File: src/rtl/prog_clock_divider.sv
// Runtime-programmable divider: produces a divided clock and a period-start tick.
// New divisor/high-time settings are double-buffered and only take effect on a period boundary.
module prog_clock_divider #(
    parameter int CNT_W        = 28,
    parameter int DEFAULT_DIV  = 2,
    parameter int DEFAULT_HIGH = 1
) (
    input  logic             CLK_IN,
    input  logic             RST,
    input  logic             EN,
    input  logic [CNT_W-1:0] DIV_IN,
    input  logic [CNT_W-1:0] HIGH_IN,
    input  logic             LOAD,
    output logic             PENDING,
    output logic             CLK_OUT,
    output logic             TICK,
    output logic [CNT_W-1:0] CUR_DIV
);

    localparam logic [CNT_W-1:0] DEF_DIV  = (DEFAULT_DIV == 0) ? CNT_W'(1) : CNT_W'(DEFAULT_DIV);
    localparam logic [CNT_W-1:0] DEF_HIGH = CNT_W'(DEFAULT_HIGH);

    logic [CNT_W-1:0] cnt_q, cnt_d;
    logic [CNT_W-1:0] div_q, div_d;
    logic [CNT_W-1:0] high_q, high_d;
    logic [CNT_W-1:0] sh_div_q, sh_div_d;
    logic [CNT_W-1:0] sh_high_q, sh_high_d;
    logic             pend_q, pend_d;
    logic             run_q, run_d;
    logic             clk_q, clk_d;
    logic             tick_q, tick_d;

    logic [CNT_W-1:0] load_div;
    logic             period_end;

    assign load_div   = (DIV_IN == '0) ? CNT_W'(1) : DIV_IN;
    assign period_end = (cnt_q == div_q - CNT_W'(1));

    always_comb begin
        cnt_d     = cnt_q;
        div_d     = div_q;
        high_d    = high_q;
        sh_div_d  = sh_div_q;
        sh_high_d = sh_high_q;
        pend_d    = pend_q;
        run_d     = run_q;
        clk_d     = 1'b0;
        tick_d    = 1'b0;

        if (LOAD) begin
            sh_div_d  = load_div;
            sh_high_d = HIGH_IN;
        end

        // Idle, the first edge after idle, and a period end are all boundaries where settings may change
        if (!EN || !run_q || period_end) begin
            cnt_d  = '0;
            pend_d = 1'b0;
            if (LOAD) begin
                div_d  = load_div;
                high_d = HIGH_IN;
            end else if (pend_q) begin
                div_d  = sh_div_q;
                high_d = sh_high_q;
            end
        end else begin
            cnt_d = cnt_q + CNT_W'(1);
            if (LOAD) begin
                pend_d = 1'b1;
            end
        end

        run_d = EN;
        if (EN) begin
            clk_d  = (cnt_d < high_d);
            tick_d = (cnt_d == '0);
        end
    end

    always_ff @(posedge CLK_IN) begin
        if (RST) begin
            cnt_q     <= '0;
            div_q     <= DEF_DIV;
            high_q    <= DEF_HIGH;
            sh_div_q  <= DEF_DIV;
            sh_high_q <= DEF_HIGH;
            pend_q    <= 1'b0;
            run_q     <= 1'b0;
            clk_q     <= 1'b0;
            tick_q    <= 1'b0;
        end else begin
            cnt_q     <= cnt_d;
            div_q     <= div_d;
            high_q    <= high_d;
            sh_div_q  <= sh_div_d;
            sh_high_q <= sh_high_d;
            pend_q    <= pend_d;
            run_q     <= run_d;
            clk_q     <= clk_d;
            tick_q    <= tick_d;
        end
    end

    assign PENDING = pend_q;
    assign CLK_OUT = clk_q;
    assign TICK    = tick_q;
    assign CUR_DIV = div_q;

endmodule

File: config.mk
export PLATFORM = sky130hd
export DESIGN_NAME = prog_clock_divider
export DESIGN_NICKNAME = d
export VERILOG_FILES = /design/src/rtl/prog_clock_divider.sv
export SDC_FILE = /design/constraint.sdc
export NUM_CORES = 1
export LEC_CHECK = 0
export ABC_CLOCK_PERIOD_IN_PS = 4750
export BUFFER_PORTS_ARGS = -buffer_cell sky130_fd_sc_hd__buf_2
export CAP_MARGIN = 30
export CELL_PAD_IN_SITES_DETAIL_PLACEMENT = 0
export CELL_PAD_IN_SITES_GLOBAL_PLACEMENT = 1
export CORE_MARGIN = 3
export CORE_UTILIZATION = 40
export CTS_CLUSTER_SIZE = 40
export DETAILED_ROUTE_END_ITERATION = 8
export HOLD_SLACK_MARGIN = 0.05
export PLACE_DENSITY = 0.87
export SETUP_SLACK_MARGIN = 0.05
export SLEW_MARGIN = 15
export SYNTH_ARGS = -nofsm -noshare
export SYNTH_HDL_FRONTEND = slang
export SYNTH_SLANG_ARGS = --single-unit
File: constraint.sdc
create_clock -name CLK_IN -period 4.75 [get_ports CLK_IN]
set_input_delay 0.475 -clock CLK_IN [delete_from_list [all_inputs] [get_ports CLK_IN]]
set_output_delay 0.475 -clock CLK_IN [all_outputs]
set_load 0.02 [all_outputs]
==> results of run 1 <==
routing by layer:
metal / up-vias / share of wire, % / track usage [%]
met2: 273 / 45 / 33.4
met3: 33 / 5.4 / 3.60
met1: 3891 / 48 / 30.5
li1: 4018 / - / -
met5: - / 0 / 0
met4: 0 / 1.7 / 6.45
final timing paths:
check	start	end	cells past startpoint
max	CUR_DIV[19]	CLK_OUT	18
max reg2reg	CUR_DIV[19]	CLK_OUT	18
min reg2reg	run_q	PENDING	2
min	HIGH_IN[18]	sh_high_q[18]	3
cells by family after synthesis:
kind of cell | share of synthesized area, %
flip-flops | 33.3
multiplexers | 9.98
XOR/XNOR | 6.23
AO/OA/AOI/OAI | 18.7
buffers and inverters | 4.29
AND/OR/NAND/NOR | 23.3
adder cells (fa/ha/maj) | 4.19
state kept, by name, summed over array words and instances, names as in the netlist:
register and count:
high_q 28, PENDING 1, TICK 1, sh_div_q 28, CLK_OUT 1, run_q 1
CUR_DIV 28, sh_high_q 28, cnt_q 28
layout make-up:
| cell class | count | area [µm²] |
|---|---|---|
| clock inverter | 9 | 83.8 |
| sequential | 144 | 2890 |
| inverter | 7 | 28.8 |
| clock buffer | 22 | 484 |
| fill | 2006 | 10300 |
| tap | 275 | 344 |
| timing repair buffer | 196 | 1350 |
| multi-input combinational | 786 | 5650 |
repair_timing:
| action | in CTS | in global routing |
|---|---|---|
| endpoints found under the hold margin | 0 | 0 |
| pin swaps | 12 | 32 |
| setup buffers | 5 | 15 |
| endpoints found under the setup margin | 1 | 1 |
| resized for setup | 14 | 50 |
critical path, cell delays in order (launching register included):
cell and delay (ns):
sky130_fd_sc_hd__dfxtp_1 0.31, sky130_fd_sc_hd__or4_4 0.53, sky130_fd_sc_hd__or3_1 0.37, sky130_fd_sc_hd__a2111o_1 0.35, sky130_fd_sc_hd__a211oi_2 0.25, sky130_fd_sc_hd__nand4_1 0.17, sky130_fd_sc_hd__or3_4 0.45, sky130_fd_sc_hd__a21boi_4 0.29
sky130_fd_sc_hd__buf_6 0.17, sky130_fd_sc_hd__buf_4 0.11, sky130_fd_sc_hd__o221ai_1 0.12, sky130_fd_sc_hd__ha_1 0.34, sky130_fd_sc_hd__nor2b_1 0.14, sky130_fd_sc_hd__o21ai_1 0.11, sky130_fd_sc_hd__nand3b_1 0.10, sky130_fd_sc_hd__a211o_1 0.36
sky130_fd_sc_hd__nor2_2 0.15, sky130_fd_sc_hd__o311ai_2 0.13, sky130_fd_sc_hd__o32ai_2 0.21
synthesized netlist by cell type, types with 25 or more instances:
library cell / count
sky130_fd_sc_hd__o21ai_0: 42
sky130_fd_sc_hd__dfxtp_1: 144
sky130_fd_sc_hd__mux2i_1: 56
sky130_fd_sc_hd__o211a_1: 25
sky130_fd_sc_hd__nor3_1: 29
sky130_fd_sc_hd__o22ai_1: 27
sky130_fd_sc_hd__a211oi_1: 34
sky130_fd_sc_hd__xnor2_1: 37
sky130_fd_sc_hd__ha_1: 29
sky130_fd_sc_hd__clkbuf_1: 55
sky130_fd_sc_hd__nand4_1: 25
sky130_fd_sc_hd__nor2b_1: 32
sky130_fd_sc_hd__o221ai_1: 25
sky130_fd_sc_hd__nor2_1: 179
power by group:
group	switching (mW)	internal [mW]
clock	0.532	0.772
sequential	0.0415	1.27
combinational	0.375	0.316
total	0.948	2.36
per-stage QoR:
step	hold slack, ns	utilization (%)
final	0.305	51.2
after global routing	0.337	51.2
after CTS	0.288	49.4
after detailed placement	0.441	46.2
after global placement	0.439	46.2
after floorplan	0.431	-
==> run_results.csv, run 1 <==
group,metric,value,unit
logic_synthesis,synth.largest_area_cell,"sky130_fd_sc_hd__dfxtp_1",
logic_synthesis,syn_nets,1099,
logic_synthesis,mappedNetlistArea,8660,µm²
floorplan,die_area,23500,µm²
finish,antennaDiodeCount,0,
critical_path,crit_fanout,6,
place,place_hpwl,18200,µm
cts,post_cts_hold_buffer_count,0,
logic_synthesis,synth-seq-cells,144,
finish,layout-area-overhead-vs-synth,25.1,%
route,postRouteAntennaNets,0,
sta,rsz0062_at_grt,"yes",
route,remaining_drc_errors,0,
cts,number_of_h_tree_levels,4,
logic_synthesis,post_synth.cell_area_avg,8.57,µm²
pwr,finalPower,3.31,mW
cts,total_clock_buffers_created_by_cts,17,
pwr,cellPowerDensity,305,nW/µm²
route,firstDrtPassIters,5,
sta,finalCritPeriodShare,99.7,%
pwr,static-leakage-power,4.73,nW
grt,antenna_found_initial,0,
cts,cts.reportedPaths.clkPinSlew,0.06,ns
cts,ctsRootBufferMaster,"sky130_fd_sc_hd__clkbuf_16",
logic_synthesis,number_of_enable_type_register_cells_in_the_synthesized_netlist,0,
route,finalWirelength,26000,µm
critical_path,critPathLaunchType,"flop",
sta,timing.final.setup_violations,0,
floorplan,start_util,40.9,%
critical_path,worst_ep_arrival_time,5.07,ns
place,detailedPlace.worstSlack,-0.149,ns
floorplan,die_width,153,µm
finish,final_area,10800,µm²
cts,worstSkewPairLatency,0.43,ns
floorplan,io-pin-count,91,
grt,gr-usage-all-layers,21.5,%
route,via_count,8215,
sta,slew-limit-headroom,49.0,%
cts,clock_tree.buffer_depth,2,
finish,nets,1241,
place,port_buffers,90,
route,vias_per_cell,5.71,
finish,mostFrequentLayoutCell,"sky130_fd_sc_hd__nor2_1",
grt,globalRoute.totalOverflow,0,
cts,clock_sink_count,144,
sta,timing_max_transition_violations_final,0,
finish,post_route_cells_drive_above_1_share,25.7,%
pwr,power.ir.vdd_worst,0.232,mV
place,placed_area,9780,µm²
logic_synthesis,postSynthCellCount,1010,
floorplan,placeable_area,21200,µm²
place,placedCellCount,1386,
logic_synthesis,ys_top_cells_by_area,"sky130_fd_sc_hd__dfxtp_1 (33%), sky130_fd_sc_hd__nor2_1 (7.8%), sky130_fd_sc_hd__mux2i_1 (6.5%)",
critical_path,worstPathRequired,5.09,ns
sta,max_freq,211,MHz
sta,final.setup.worst_slack,0.0162,ns
sta,fin_skew,0.0122,ns
cts,tritoncts,"yes",
sta,max_slew.worst_pin.slew,0.765,ns
route,drt_iter0_drc,492,
grt,grt_pass1_vias,7853,
floorplan,std_cell_rows,53,
logic_synthesis,yosys_warnings,0,
logic_synthesis,ys_seq_area_share,33.3,%
critical_path,criticalPathCategory,"reg2reg",
logic_synthesis,distinct_cell_type_count_of_the_synthesized_netlist,76,
floorplan,die_height,153,µm
place,gp_routability_congestion,0.959,
worst_hold_path,class_of_the_most_critical_hold_timing_path,"in2reg",
sta,setup_total_negative_slack,0,ns
logic_synthesis,async_reset_ff_share,0,%
job,maxCapViolCount,0,
finish,most-common-layout-cells,"sky130_fd_sc_hd__nor2_1 (177), sky130_fd_sc_hd__dfxtp_1 (141), sky130_fd_sc_hd__buf_4 (94)",
critical_path,cp-end-kind,"flop",
route,drt-wirelength-per-cell,18.1,µm
grt,grt_pass1_wl,41300,µm
sta,final.min_clock_period,4.73,ns
grt,grt_max_degree,69,
logic_synthesis,yosysTopAreaCellShare,33.3,%
run_status,status,"finished clean",
finish,finalNonFillerCells,1439,
logic_synthesis,yosys_most_used_dff,"sky130_fd_sc_hd__dfxtp_1",
critical_path,setup.reg_to_reg.worst_slack,0.02,ns
sta,hold_viol,0,
Note: power is estimated with default switching activity, not from simulation.
==> run 2, diff against run 1 <==
Settings changed: CELL_PAD_IN_SITES_DETAIL_PLACEMENT 0 to default, CELL_PAD_IN_SITES_GLOBAL_PLACEMENT 1 to default, PLACE_DENSITY 0.87 to 0.71.
==> run_results.csv, run 2 (synthesis gave the netlist of run 1 again) <==
group,metric,value,unit
job,maxCapViolCount,0,
finish,antennaDiodeCount,0,
critical_path,criticalPathCategory,"reg2reg",
cts,clock_sink_count,144,
pwr,power.ir.vdd_worst,0.243,mV
cts,number_of_h_tree_levels,4,
critical_path,worstRegToRegCells,19,
critical_path,critPathLaunchType,"flop",
finish,post_route_cells_drive_above_1_share,24.7,%
sta,max_slew.worst_pin.slew,0.901,ns
finish,final_core_util,51.0,%
place,gp_routability_congestion,0.906,
critical_path,worstPathRequired,5.08,ns
cts,worstSkewPairLatency,0.43,ns
route,route.met3.wl,1610,µm
finish,most-common-layout-cells,"sky130_fd_sc_hd__nor2_1 (179), sky130_fd_sc_hd__dfxtp_1 (143), sky130_fd_sc_hd__buf_4 (112)",
grt,gr-usage-all-layers,21.6,%
cts,post_cts_hold_buffer_count,0,
finish,nets,1252,
floorplan,die_area,23500,µm²
floorplan,placeable_area,21200,µm²
sta,rsz0062_at_grt,"yes",
critical_path,slowest_delay,0.54,ns
critical_path,cp-end-kind,"flop",
route,maxUsedRoutingLayer,"met4",
critical_path,timing.critical_path.cells,"buf_6 -> or4_4 -> or4_4 -> mux2i_1 -> mux2i_1 -> nand4_1 -> or3_4 -> a21boi_4 -> buf_6 -> o221ai_1 -> ha_1 -> a21o_1 -> a21o_1 -> a21oi_1 -> o21ai_1 -> a211o_1 -> nor2_1 -> o311ai_1 -> o32ai_1",
pwr,finalPower,3.36,mW
grt,grt_pass1_wl,41800,µm
cts,cts.reportedPaths.clkPinSlew,0.07,ns
cts,total_clock_buffers_created_by_cts,17,
sta,finalCritPeriodShare,98.7,%
sta,timing.final.setup_violations,0,
route,detail_route.wirelength.met1,12300,µm
critical_path,crit_fanout,5,
critical_path,path_delay_family,"simple AND/OR/NAND/NOR gates",
route,drt_iter0_drc,660,
critical_path,setup.reg_to_reg.worst_slack,0.06,ns
pwr,cellPowerDensity,311,nW/µm²
route,firstDrtPassIters,5,
cts,clock_tree.buffer_depth,2,
run_status,status,"finished clean",
critical_path,worst_ep_arrival_time,5.02,ns
critical_path,cp_endpoint,"CLK_OUT",
route,postRouteAntennaNets,0,
sta,hold_viol,0,
cts,tritoncts,"yes",
critical_path,regToRegStartpoint,"CUR_DIV[1]",
worst_hold_path,class_of_the_most_critical_hold_timing_path,"in2reg",
route,via_count,8360,
finish,layout-area-overhead-vs-synth,24.6,%
critical_path,cp.depth,19,
place,place_hpwl,18500,µm
grt,grt_max_degree,64,
sta,timing_max_transition_violations_final,0,
route,wl_met2,11300,µm
floorplan,start_util,40.9,%
sta,setup_total_negative_slack,0,ns
critical_path,crit_path_top_delay_cell,"sky130_fd_sc_hd__or4_4",
grt,globalRoute.totalOverflow,0,
route,finalWirelength,26000,µm
route,remaining_drc_errors,0,
floorplan,std_cell_rows,53,
route,vias_per_cell,5.76,
grt,grt_pass1_vias,8088,
pwr,static-leakage-power,4.75,nW
sta,max_freq,213,MHz
place,port_buffers,90,
floorplan,die_width,153,µm
route,drt-wirelength-per-cell,17.9,µm
finish,fillerInstances,1997,
critical_path,worst_r2r_endpoint,"CLK_OUT",
sta,final.setup.worst_slack,0.0612,ns
sta,fin_skew,0.0119,ns
finish,mostFrequentLayoutCell,"sky130_fd_sc_hd__nor2_1",
grt,antenna_found_initial,0,
sta,slew-limit-headroom,39.9,%
critical_path,path_buf_inv,2,
sta,final.min_clock_period,4.69,ns
cts,ctsRootBufferMaster,"sky130_fd_sc_hd__clkbuf_16",
floorplan,die_height,153,µm
place,detailedPlace.worstSlack,-0.115,ns
critical_path,crit_start,"CUR_DIV[1]",
floorplan,io-pin-count,91,
==> run 2: worst min path at each step <==
stage | slack, ns | depth (start not counted) | to | start
6_report | 0.30 | 3 | sh_high_q[18] | HIGH_IN[18]
5_1_grt | 0.33 | 2 | high_q[2] | HIGH_IN[2]
4_1_cts | 0.30 | 3 | sh_high_q[18] | HIGH_IN[18]
3_5_place_dp | 0.45 | 2 | PENDING | run_q
3_3_place_gp | 0.44 | 2 | PENDING | run_q
2_1_floorplan | 0.43 | 2 | PENDING | run_q
==> run 2: layout make-up <==
class / instances / area [µm²] / share of cell area (%)
Clock buffer: 21 / 460 / 4.27
Clock inverter: 11 / 131 / 1.22
Inverter: 7 / 26.3 / 0.244
Multi-Input combinational cell: 786 / 5560 / 51.5
Sequential cell: 144 / 2880 / 26.7
Tap cell: 275 / 344 / 3.19
Timing Repair Buffer: 207 / 1390 / 12.8
==> run 2: where the power goes <==
part	internal, mW	total, mW	switching (mW)
registers	1.27	1.31	0.0399
clock network	0.806	1.36	0.552
logic	0.320	0.686	0.366
==> run 2: repair_timing <==
item / 4_1_cts / 5_1_grt
endpoints found under the setup margin: 1 / 1
resized for setup: 20 / 18
cloned: 0 / 0
pin swaps: 14 / 20
buffers inserted: 9 / 5
==> run 2: metal layers <==
| metal | vias to the layer above | track usage (%) |
|---|---|---|
| met5 | - | 0 |
| met4 | 0 | 7.59 |
| met3 | 55 | 4.19 |
| met2 | 312 | 32.7 |
| met1 | 3948 | 30.7 |
| li1 | 4045 | - |
==> run 2: worst min-delay path, stage by stage <==
cell and delay [ns]:
sky130_fd_sc_hd__buf_2 0.09, sky130_fd_sc_hd__mux2i_1 0.06, sky130_fd_sc_hd__nor2_1 0.07
==> run 2: through the flow <==
step	instance area (µm²)	hold WS, ns	cells
floorplan	8660	0.431	1010
global placement	9910	0.440	1404
detailed placement	9910	0.450	1404
CTS	10700	0.295	1445
global route	10800	0.335	1451
finish	10800	0.301	1451
